==> config.mk <==
export PLATFORM = sky130hd
export DESIGN_NAME = lock_monitor
export DESIGN_NICKNAME = d
export VERILOG_FILES = /design/src/rtl/lock_monitor_pkg.sv /design/src/rtl/lock_monitor_debounce.sv /design/src/rtl/lock_monitor.sv
export SDC_FILE = /design/constraint.sdc
export NUM_CORES = 1
export LEC_CHECK = 0
export BUFFER_PORTS_ARGS = -buffer_cell sky130_fd_sc_hd__buf_2
export CAP_MARGIN = 20
export CORE_MARGIN = 2
export CORE_UTILIZATION = 25
export DETAILED_ROUTE_END_ITERATION = 8
export GPL_TIMING_DRIVEN = 0
export PLACE_DENSITY = 0.47
export SLEW_MARGIN = 10
export SYNTH_ARGS = -nofsm -noshare
export SYNTH_HDL_FRONTEND = slang
export SYNTH_SLANG_ARGS = --single-unit
==> constraint.sdc <==
create_clock -name bus_clk -period 7.4 [get_ports bus_clk]
set_input_delay 1.48 -clock bus_clk [delete_from_list [all_inputs] [get_ports bus_clk]]
set_output_delay 1.48 -clock bus_clk [all_outputs]
set_load 0.05 [all_outputs]
==> src/rtl/lock_monitor_pkg.sv <==
// Shared register map, readback map and helpers for the lock monitor.
package lock_monitor_pkg;

    localparam int unsigned LM_SR_DB_LIMIT = 0;
    localparam int unsigned LM_SR_LOST_CLR = 1;
    localparam int unsigned LM_SR_CNT_CLR  = 2;
    localparam int unsigned LM_SR_IRQ_EN   = 3;

    localparam int unsigned LM_RB_STATUS   = 0;
    localparam int unsigned LM_RB_CFG      = 1;
    localparam int unsigned LM_RB_RAW      = 2;
    localparam int unsigned LM_RB_CNT_BASE = 8;

    localparam logic [31:0] LM_RB_DEFAULT  = 32'hdeadbeef;

endpackage

==> src/rtl/lock_monitor_debounce.sv <==
// One lock channel: resynchroniser, stability counter, debounced status and
// a one-cycle pulse when the debounced status falls.
module lock_debounce #(
    parameter int unsigned SYNC_STAGES = 2,
    parameter int unsigned DB_WIDTH    = 16
) (
    input  logic                bus_clk,
    input  logic                bus_rst,
    input  logic                i_lock,
    input  logic [DB_WIDTH-1:0] i_db_limit,
    output logic                o_sync,
    output logic                o_mismatch_c,
    output logic                o_status,
    output logic                o_fall
);

    logic [SYNC_STAGES-1:0] r_sync;
    logic [DB_WIDTH-1:0]    r_cnt;
    logic                   r_status;
    logic                   r_fall;
    logic                   w_sync;

    always_ff @(posedge bus_clk or posedge bus_rst) begin
        if (bus_rst) begin
            r_sync <= '0;
        end else begin
            r_sync <= {r_sync[SYNC_STAGES-2:0], i_lock};
        end
    end

    assign w_sync = r_sync[SYNC_STAGES-1];

    // A counter above a freshly lowered limit wraps before it can match again.
    always_ff @(posedge bus_clk or posedge bus_rst) begin
        if (bus_rst) begin
            r_cnt    <= '0;
            r_status <= 1'b0;
            r_fall   <= 1'b0;
        end else begin
            r_fall <= 1'b0;
            if (w_sync == r_status) begin
                r_cnt <= '0;
            end else if (r_cnt == i_db_limit) begin
                r_status <= w_sync;
                r_cnt    <= '0;
                r_fall   <= r_status;
            end else begin
                r_cnt <= r_cnt + DB_WIDTH'(1);
            end
        end
    end

    assign o_sync       = w_sync;
    assign o_mismatch_c = w_sync ^ r_status;
    assign o_status     = r_status;
    assign o_fall       = r_fall;

endmodule

==> src/rtl/lock_monitor.sv <==
// Lock monitor top: per-channel debouncers, settings registers, sticky
// loss flags, saturating loss counters, interrupt and readback mux.
module lock_monitor
    import lock_monitor_pkg::*;
#(
    parameter int unsigned        NUM_LOCKS   = 2,
    parameter int unsigned        SYNC_STAGES = 2,
    parameter int unsigned        DB_WIDTH    = 16,
    parameter int unsigned        CNT_WIDTH   = 8,
    parameter int unsigned        AWIDTH      = 8,
    parameter logic [AWIDTH-1:0]  SR_BASE     = AWIDTH'(64)
) (
    input  logic                 bus_clk,
    input  logic                 bus_rst,
    input  logic [NUM_LOCKS-1:0] lock_in,
    input  logic                 set_stb,
    input  logic [AWIDTH-1:0]    set_addr,
    input  logic [31:0]          set_data,
    input  logic [4:0]           rb_addr,
    output logic [31:0]          rb_data,
    output logic [NUM_LOCKS-1:0] lock_status,
    output logic [NUM_LOCKS-1:0] lock_lost,
    output logic                 irq
);

    logic [DB_WIDTH-1:0]  r_db_limit;
    logic [NUM_LOCKS-1:0] r_irq_en;
    logic [NUM_LOCKS-1:0] r_lock_lost;
    logic [CNT_WIDTH-1:0] r_loss_cnt [NUM_LOCKS];
    logic                 r_irq;
    logic [31:0]          r_rb_data;

    logic [NUM_LOCKS-1:0] w_sync;
    logic [NUM_LOCKS-1:0] w_mismatch;
    logic [NUM_LOCKS-1:0] w_status;
    logic [NUM_LOCKS-1:0] w_fall;
    logic                 w_wr_db;
    logic                 w_wr_lost;
    logic                 w_wr_cnt;
    logic                 w_wr_irq;
    logic [NUM_LOCKS-1:0] w_lost_clr;
    logic [NUM_LOCKS-1:0] w_cnt_clr;
    logic [31:0]          w_rb_next;
    logic                 w_unused_set_data;

    for (genvar i = 0; i < NUM_LOCKS; i++) begin : g_ch
        lock_debounce #(
            .SYNC_STAGES (SYNC_STAGES),
            .DB_WIDTH    (DB_WIDTH)
        ) u_db (
            .bus_clk      (bus_clk),
            .bus_rst      (bus_rst),
            .i_lock       (lock_in[i]),
            .i_db_limit   (r_db_limit),
            .o_sync       (w_sync[i]),
            .o_mismatch_c (w_mismatch[i]),
            .o_status     (w_status[i]),
            .o_fall       (w_fall[i])
        );
    end

    assign w_wr_db    = set_stb && (set_addr == SR_BASE + AWIDTH'(LM_SR_DB_LIMIT));
    assign w_wr_lost  = set_stb && (set_addr == SR_BASE + AWIDTH'(LM_SR_LOST_CLR));
    assign w_wr_cnt   = set_stb && (set_addr == SR_BASE + AWIDTH'(LM_SR_CNT_CLR));
    assign w_wr_irq   = set_stb && (set_addr == SR_BASE + AWIDTH'(LM_SR_IRQ_EN));
    assign w_lost_clr = w_wr_lost ? set_data[NUM_LOCKS-1:0] : '0;
    assign w_cnt_clr  = w_wr_cnt  ? set_data[NUM_LOCKS-1:0] : '0;

    assign w_unused_set_data = &{1'b0, set_data};

    always_ff @(posedge bus_clk or posedge bus_rst) begin
        if (bus_rst) begin
            r_db_limit <= '1;
            r_irq_en   <= '0;
        end else begin
            if (w_wr_db) begin
                r_db_limit <= set_data[DB_WIDTH-1:0];
            end
            if (w_wr_irq) begin
                r_irq_en <= set_data[NUM_LOCKS-1:0];
            end
        end
    end

    // A loss event beats a same-cycle clear for both flag and counter.
    always_ff @(posedge bus_clk or posedge bus_rst) begin
        if (bus_rst) begin
            r_lock_lost <= '0;
            r_irq       <= 1'b0;
            for (int i = 0; i < NUM_LOCKS; i++) begin
                r_loss_cnt[i] <= '0;
            end
        end else begin
            r_lock_lost <= (r_lock_lost & ~w_lost_clr) | w_fall;
            r_irq       <= |(r_lock_lost & r_irq_en);
            for (int i = 0; i < NUM_LOCKS; i++) begin
                if (w_fall[i]) begin
                    if (w_cnt_clr[i]) begin
                        r_loss_cnt[i] <= CNT_WIDTH'(1);
                    end else if (r_loss_cnt[i] != '1) begin
                        r_loss_cnt[i] <= r_loss_cnt[i] + CNT_WIDTH'(1);
                    end
                end else if (w_cnt_clr[i]) begin
                    r_loss_cnt[i] <= '0;
                end
            end
        end
    end

    always_comb begin
        w_rb_next = LM_RB_DEFAULT;
        if (rb_addr == 5'(LM_RB_STATUS)) begin
            w_rb_next = {16'(r_lock_lost), 16'(w_status)};
        end else if (rb_addr == 5'(LM_RB_CFG)) begin
            w_rb_next = {16'(r_irq_en), 16'(r_db_limit)};
        end else if (rb_addr == 5'(LM_RB_RAW)) begin
            w_rb_next = {16'(w_sync), 16'(w_mismatch)};
        end
        for (int k = 0; k < NUM_LOCKS; k++) begin
            if (rb_addr == 5'(LM_RB_CNT_BASE + k)) begin
                w_rb_next = 32'(r_loss_cnt[k]);
            end
        end
    end

    always_ff @(posedge bus_clk or posedge bus_rst) begin
        if (bus_rst) begin
            r_rb_data <= '0;
        end else begin
            r_rb_data <= w_rb_next;
        end
    end

    assign rb_data     = r_rb_data;
    assign lock_status = w_status;
    assign lock_lost   = r_lock_lost;
    assign irq         = r_irq;

endmodule
Yosys cells after proc, flatten, opt, wreduce, memory -nomap -nowiden
Cells that the tools add are included.
Widths: inputs -> output; s select.
Word-level totals
  logic and storage cells: 78
  input port bits: 50
  register bits after elaboration: 109
  output and inout bits: 37
Cells by class
  bitwise operators: 8
  mux-type cells: 23
  eq/ne operators: 14
  reduce and logical (&&, ||, !) cells: 14
  add/subtract/negate cells: 4
Operator list (count)
  $mux 32: 5
  $mux 16: 4
  $mux 8: 8
  $add 16x1->16 const B: 2
  $eq 16x16->1: 2
  $eq 8x7->1 const B: 4
  $add 8x1->8 const B: 2
  $ne 8x8->1 const B: 2
  $eq 5x4->1 const B: 2
  $reduce_and 2->1: 4
  $reduce_bool 2->1: 4
  $eq 5x1->1 const B: 1
  $eq 5x2->1 const B: 1
  $logic_not 5->1: 1
  $and 2x2->2: 2
  $logic_and 1x1->1: 4
  $mux 1: 4
  $mux 2: 2
  $eq 1x1->1: 2
  $not 1->1: 2
  $not 2->2: 1
  $or 2x2->2: 1
  $reduce_or 2->1: 1
  $xor 1x1->1: 2

Depth between registers and ports, before layout
Gate-level depths: netlist (run 1).
  depth after elaboration: 6
  depth in mapped cells: 6
  mapped depth without buffers: 5

Hierarchy
A second synthesis (run 1) with hierarchy kept.
Second synthesis, totals
  cell total of the unflattened synthesis: 462
  area total of the unflattened synthesis: 5018.6 sq um
By module, submodules not included
  lock_monitor: instances 1, cells an instance 250, area each 2781.4 sq um
  lock_debounce: instances 2, cells an instance 106, area each 1118.6 sq um

Least setup slack after synthesis (run 1)
No wires, ideal clock.
  kind: input-to-reg
  start: input set_addr[5]
  end: register r_db_limit[0]
  path buffers: 1
  library setup time: 0.082 ns
  data required time: 7.318 ns
  stages on the path: 5
  arrival: 2.784 ns
  setup slack: 4.534 ns
  cell sequence: nor4b_1 nand2_1 nor2_2 buf_4 mux2_2
Between the ends
  word-level cells in the longest chain between the ends: 2
Ends and longest elaborated chain
  start, declared: RTL line lock_monitor.sv:17  | input logic [AWIDTH-1:0] set_addr,
  $eq 8x7->1: RTL line lock_monitor.sv:62  | assign w_wr_db = set_stb && (set_addr == SR_BASE + AWIDTH'(LM_SR_DB_LIMIT));
  $logic_and 1x1->1: RTL line lock_monitor.sv:62
  end signal, assigned: RTL line lock_monitor.sv:77  | r_db_limit <= set_data[DB_WIDTH-1:0];
  end, declared: RTL line lock_monitor.sv:26  | logic [DB_WIDTH-1:0] r_db_limit;
Every way passes these cells.
A chain may end at the register's enable or synchronous reset.

Final worst setup path (run 1)
  start: input set_addr[5]
  end: register r_db_limit[14]
The elaborated chain is that of the path after synthesis.

==> results of run 1 <==
==> flip-flops by register name (all words and copies together) (netlist names) <==
signal and count:
r_db_limit 16, irq 1, r_irq_en 2, r_loss_cnt 16, g_ch.u_db.r_sync 4, lock_lost 2, rb_data 19, g_ch.u_db.r_cnt 32
g_ch.u_db.o_fall 2, g_ch.u_db.o_status 2
==> cell usage after synthesis (all sizes together) (2+ instances only) <==
cell / n / area, um^2
ha: 4 / 50.1
xnor2: 57 / 499
clkbuf: 13 / 50.0
nand4: 21 / 146
nor2: 25 / 96.4
and2: 2 / 12.5
o21a: 6 / 45.0
and3b: 2 / 17.5
inv: 10 / 37.5
or3: 2 / 12.5
nor2b: 2 / 12.5
dfrtp: 80 / 2000
nand3: 18 / 103
mux2: 21 / 236
nand2b: 2 / 12.5
o21ai: 12 / 60.1
and4: 6 / 52.6
o31ai: 2 / 15.0
or4: 3 / 26.3
nor4b: 4 / 41.3
nor3: 39 / 195
nand3b: 3 / 22.5
dfstp: 16 / 420
mux2i: 3 / 30.0
nor4: 10 / 92.6
a21o: 2 / 15.0
xor2: 7 / 61.3
and3: 4 / 26.3
nand2: 21 / 78.8
nor3b: 4 / 30.0
buf: 19 / 135
a211oi: 6 / 50.1
a21oi: 16 / 80.1
o22ai: 2 / 12.5
==> routing by layer <==
metal  GRT usage  wire, um
met2       0.200      5780
met4      0.0511       243
met5           0         0
met1       0.167      5860
met3      0.0247       319
==> area by class of cell <==
type,instances,area share
flip-flops and latches,96,0.411
multi-input cells,321,0.381
repair buffers,65,0.0591
well taps,265,0.0563
clock buffers,11,0.0429
plain buffers,32,0.0315
clock inverters,5,0.0106
inverters,10,0.00680
==> critical path: cells and delay by family <==
family                 cells  cell delay [ns]
buffers and inverters      2             0.37
multiplexers               1             0.36
AND/OR/NAND/NOR            3             0.96
==> through the flow <==
step                power (mW)  std cells  area (um^2)  hold WS, ns  utilization
finish                    1.61        805         5890        0.350        0.304
global route              1.71        805         5890        0.372        0.304
CTS                       1.63        805         5890        0.352        0.304
detailed placement        1.13        789         5570        0.336        0.288
global placement          1.12        788         5540        0.335        0.287
floorplan                 1.01        459         4890        0.331            -
==> final timing paths <==
check                                        from                endpoint  cells past startpoint
min                        g_ch[1].u_db.r_sync[0]  g_ch[1].u_db.r_sync[1]                      0
max                                   set_addr[5]          r_db_limit[14]                      6
max in group asynchronous                 bus_rst          r_db_limit[13]                      3
max reg2reg                         r_db_limit[5]   g_ch[1].u_db.r_cnt[7]                      5
min reg2reg                g_ch[1].u_db.r_sync[0]  g_ch[1].u_db.r_sync[1]                      0
min in group asynchronous                 bus_rst             r_irq_en[1]                      2
==> power breakdown <==
part / leakage, nW / internal (mW) / total (mW) / switching (mW)
Combinational: 0.973 / 0.154 / 0.413 / 0.259
Clock: 0.148 / 0.282 / 0.495 / 0.213
Sequential: 1.14 / 0.600 / 0.705 / 0.105
Total: 2.26 / 1.04 / 1.61 / 0.577
==> cells by family after synthesis <==
group,after synthesis
AO/OA/AOI/OAI,56
AND/OR/NAND/NOR,169
other,1
adder cells (fa/ha/maj),4
multiplexers,24
buffers and inverters,42
flip-flops,96
XOR/XNOR,64
==> results.sh, run 1 <==
export IMPL_mostFrequentLayoutCell="dfrtp_1"
export IMPL_yosys_area_share_adder=0.0103
export IMPL_report_final_slew_viol_count=0
export IMPL_grt_antenna_before_repair=0
export IMPL_yosys_register_bits=96
export IMPL_row_count=51
export IMPL_cp_required_ns=7.68
export IMPL_ctsHtreeMaxLevel=3
export IMPL_die_x_um=144
export IMPL_grtUsageTotal=0.126
export IMPL_synth_top_family_by_area="simple AND/OR/NAND/NOR gates"
export IMPL_grt_pass1_wl_um=19900
export IMPL_dieArea_mm2=0.0206
export IMPL_coreArea_mm2=0.0193
export IMPL_cpPeakStageDelay_ns=0.48
export IMPL_vdd_drop_max_mv=0.115
export IMPL_wl_um=12200
export IMPL_synth_compound_area_frac=0.0749
export IMPL_first_iter_violations=195
export IMPL_ant_nets=0
export IMPL_holdCritPathClass="reg2reg"
export IMPL_arrival_ns=3.18
export IMPL_place_worst_setup_slack_ns=4.13
export IMPL_critical_path_class="in2reg"
export IMPL_synth_edf_count=0
export IMPL_grt_pass1_vias=3703
export IMPL_setup_viol=0
export IMPL_max_slew_margin=0.451
export IMPL_clock_sinks=96
export IMPL_layout_worst_path_cycle_share=0.392
export IMPL_cts_tree="built"
export IMPL_clock_root_buffer="clkbuf_16"
export IMPL_syn_instance_count=456
export IMPL_fmax_ghz=0.345
export IMPL_fin_tns_setup_ns=0
export IMPL_insertion_delay_ns=0.36
export IMPL_yosysSeqAreaShare=0.497
export IMPL_ios=87
export IMPL_clockBufferDepth=2
export IMPL_hold_viol=0
export IMPL_skew_ns=0.00796
export IMPL_cp_cell_sequence="buf_2, nor4b_1, nand2_1, nor2_2, buf_4, mux2_2"
export IMPL_cts_resized=0
export IMPL_setup_slack_ns=4.50
export IMPL_path_max_fanout=10
export IMPL_min_period_ns=2.90
export IMPL_via_per_inst=4.57
export IMPL_max_cap_violations=0
export IMPL_p_per_area_mw_per_mm2=274
export IMPL_start_util=0.252
export IMPL_vias=3677
export IMPL_run_status="completed"
export IMPL_cts_hold_buf=0
export IMPL_port_buffers=64
export IMPL_area_growth_pct=20.7
export IMPL_layout_common_cells="dfrtp_1, buf_2, xnor2_1"
export IMPL_drc=0
export IMPL_place_gp_congestion=0.853
export IMPL_grt_max_degree=65
export IMPL_yosys_cell_types_count=56
export IMPL_drive_gt1_frac=0.278
export IMPL_nFillCells=2033
export IMPL_antenna_cells=0
export IMPL_post_cts_buffers=0
export IMPL_synthArstFlopShare=1.00
export IMPL_clk_pin_slew_ns=0.07
export IMPL_r2r_setup_slack_ns=5.29
export IMPL_worstSetupStartpointType="primary input"
export IMPL_synth_xor_area_frac=0.115
export IMPL_rsz0062_at_grt="false"
export IMPL_static_leakage_power_nw=2.26
export IMPL_synth_flop_cell="dfrtp_1"
export IMPL_synth_simple_area_share=0.202
export IMPL_cp_end_kind="flip-flop"
export IMPL_ys_warn_count=0
export IMPL_dpl_hpwl_um=8940
export IMPL_firstDrtPassIters=4
export IMPL_nNetsFinal=589
export IMPL_cts_made_buffers=9
export IMPL_die_y_um=144
export IMPL_multi_input_area_mm2=0.00224
export IMPL_tightest_slew_ns=0.817
export IMPL_syn_area_mm2=0.00488
export IMPL_wl_per_cell_um=15.2
export IMPL_grt_overflow=0
export IMPL_regArea_mm2=0.00242
export IMPL_slowest_stage="nor4b_1"
export IMPL_muxShareOfSynthArea=0.0546
export IMPL_synth_area_per_cell_um2=10.7
(Power assumes the default switching activity.)
==> run 2, diff against run 1 <==
Clock period 7.4 ns to 2.8 ns, I/O delays scaled along.
==> run 2 against run 1 <==
  * Routed wire length fell by 1.7%
  * Total power increased to 2.6 times the previous value
  * Setup slack worse by 3.8 ns
  * Largest power group unchanged
  * Largest cell class unchanged
  * Highest routed layer unchanged
  * Critical path depth shrank 1
  * Non-clock buffer count up 2
  * Critical endpoint is now g_ch[1].u_db.r_cnt[7]
  * Worst hold slack worse by 0.11 ns
  * Critical path type is now reg2reg
==> results.sh, run 2 (synthesis gave the netlist of run 1 again) <==
export IMPL_path_max_fanout=10
export IMPL_rsz0062_at_grt="false"
export IMPL_finish_instance_area_mm2=0.00590
export IMPL_wl_per_cell_um=14.9
export IMPL_crit_buf_inv=1
export IMPL_vias=3644
export IMPL_area_growth_pct=21.0
export IMPL_antenna_cells=0
export IMPL_wl_um=12000
export IMPL_mostFrequentLayoutCell="dfrtp_1"
export IMPL_regMostFlops="g_ch.u_db.r_cnt"
export IMPL_largest_reg_flops=32
export IMPL_grtUsageTotal=0.126
export IMPL_grt_overflow=0
export IMPL_cts_made_buffers=9
export IMPL_setup_viol=0
export IMPL_nFillCells=2021
export IMPL_row_count=51
export IMPL_hold_viol=0
export IMPL_dpl_hpwl_um=9030
export IMPL_drc=0
export IMPL_port_buffers=64
export IMPL_p_per_area_mw_per_mm2=703
export IMPL_critical_path_class="reg2reg"
export IMPL_holdWs_ns=0.235
export IMPL_die_y_um=144
export IMPL_tightest_slew_ns=0.782
export IMPL_cts_resized=0
export IMPL_nNetsFinal=591
export IMPL_static_leakage_power_nw=2.26
export IMPL_coreArea_mm2=0.0193
export IMPL_fin_tns_setup_ns=0
export IMPL_cp_end_kind="flip-flop"
export IMPL_slowest_stage="dfstp_2"
export IMPL_vdd_drop_max_mv=0.311
export IMPL_max_cap_violations=0
export IMPL_insertion_delay_ns=0.35
export IMPL_ctsHtreeMaxLevel=3
export IMPL_drive_gt1_frac=0.279
export IMPL_clockBufferDepth=2
export IMPL_worstSetupStartpointType="flip-flop"
export IMPL_post_cts_buffers=0
export IMPL_first_iter_violations=194
export IMPL_place_gp_congestion=0.850
export IMPL_min_period_ns=2.10
export IMPL_fin_util=0.305
export IMPL_grt_pass1_vias=3682
export IMPL_cp_cell_sequence="xnor2_1, nand4_1, nor4_4, buf_2, nor3_1"
export IMPL_fmax_ghz=0.477
export IMPL_clk_pin_slew_ns=0.07
export IMPL_grt_antenna_before_repair=0
export IMPL_clock_sinks=96
export IMPL_cts_hold_buf=0
export IMPL_dpl_cell_area_mm2=0.00562
export IMPL_cpPeakStageDelay_ns=0.63
export IMPL_ant_nets=0
export IMPL_dieArea_mm2=0.0206
export IMPL_cp_required_ns=3.02
export IMPL_start_util=0.252
export IMPL_post_layout_total_power_mw=4.15
export IMPL_critical_path_top_delay_family="simple AND/OR/NAND/NOR gates"
export IMPL_layout_worst_path_cycle_share=0.749
export IMPL_run_status="completed"
export IMPL_report_final_slew_viol_count=0
export IMPL_die_x_um=144
export IMPL_holdCritPathClass="in2async"
export IMPL_grt_pass1_wl_um=19900
export IMPL_firstDrtPassIters=4
export IMPL_via_per_inst=4.52
export IMPL_skew_ns=0.00864
export IMPL_cts_tree="built"
export IMPL_layout_common_cells="dfrtp_1, buf_2, xnor2_1"
export IMPL_max_slew_margin=0.475
export IMPL_clock_root_buffer="clkbuf_16"
export IMPL_ios=87
export IMPL_arrival_ns=2.32
export IMPL_grt_max_degree=36
[run 2: final cells by class]
type / count / area, um^2 / share of cell area
inverters: 10 / 41.3 / 0.00699
repair buffers: 67 / 395 / 0.0670
multi-input cells: 321 / 2240 / 0.380
clock buffers: 11 / 243 / 0.0411
plain buffers: 32 / 185 / 0.0314
flip-flops and latches: 96 / 2420 / 0.410
clock inverters: 5 / 41.3 / 0.00699
well taps: 265 / 332 / 0.0562
[run 2: final timing paths]
check	startpoint	to	slack, ns	cells past startpoint
setup / recovery	r_db_limit[5]	g_ch[1].u_db.r_cnt[7]	0.70	5
hold / removal	bus_rst	g_ch[1].u_db.r_sync[1]	0.24	2
setup reg to reg	r_db_limit[5]	g_ch[1].u_db.r_cnt[7]	0.70	5
hold reg to reg	g_ch[1].u_db.r_sync[0]	g_ch[1].u_db.r_sync[1]	0.35	0
max in group asynchronous	bus_rst	r_db_limit[0]	1.85	4
min in group bus_clk	lock_in[1]	g_ch[1].u_db.r_sync[0]	0.31	1
[run 2: metrics by stage]
| step | setup WS, ns | instances |
|---|---|---|
| after floorplan | 0.854 | 459 |
| after global placement | 0.393 | 788 |
| after detailed placement | 0.409 | 791 |
| after CTS | 0.684 | 807 |
| after global routing | 0.540 | 807 |
| final | 0.702 | 807 |
[run 2: where the power goes]
part	switching [mW]	internal, mW	total (mW)	leakage (nW)
clock	0.556	0.634	1.19	0.132
combinational	0.690	0.414	1.10	0.990
sequential	0.273	1.59	1.86	1.14
[run 2: metal layers]
| metal | global-route usage | routed length (um) | up-vias | share of wire |
|---|---|---|---|---|
| met4 | 0.0511 | 198 | 0 | 0.017 |
| met5 | 0 | 0 | - | 0 |
| met1 | 0.163 | 5600 | 1787 | 0.47 |
| li1 | - | - | 1786 | - |
| met3 | 0.0250 | 396 | 13 | 0.033 |
| met2 | 0.205 | 5800 | 58 | 0.48 |
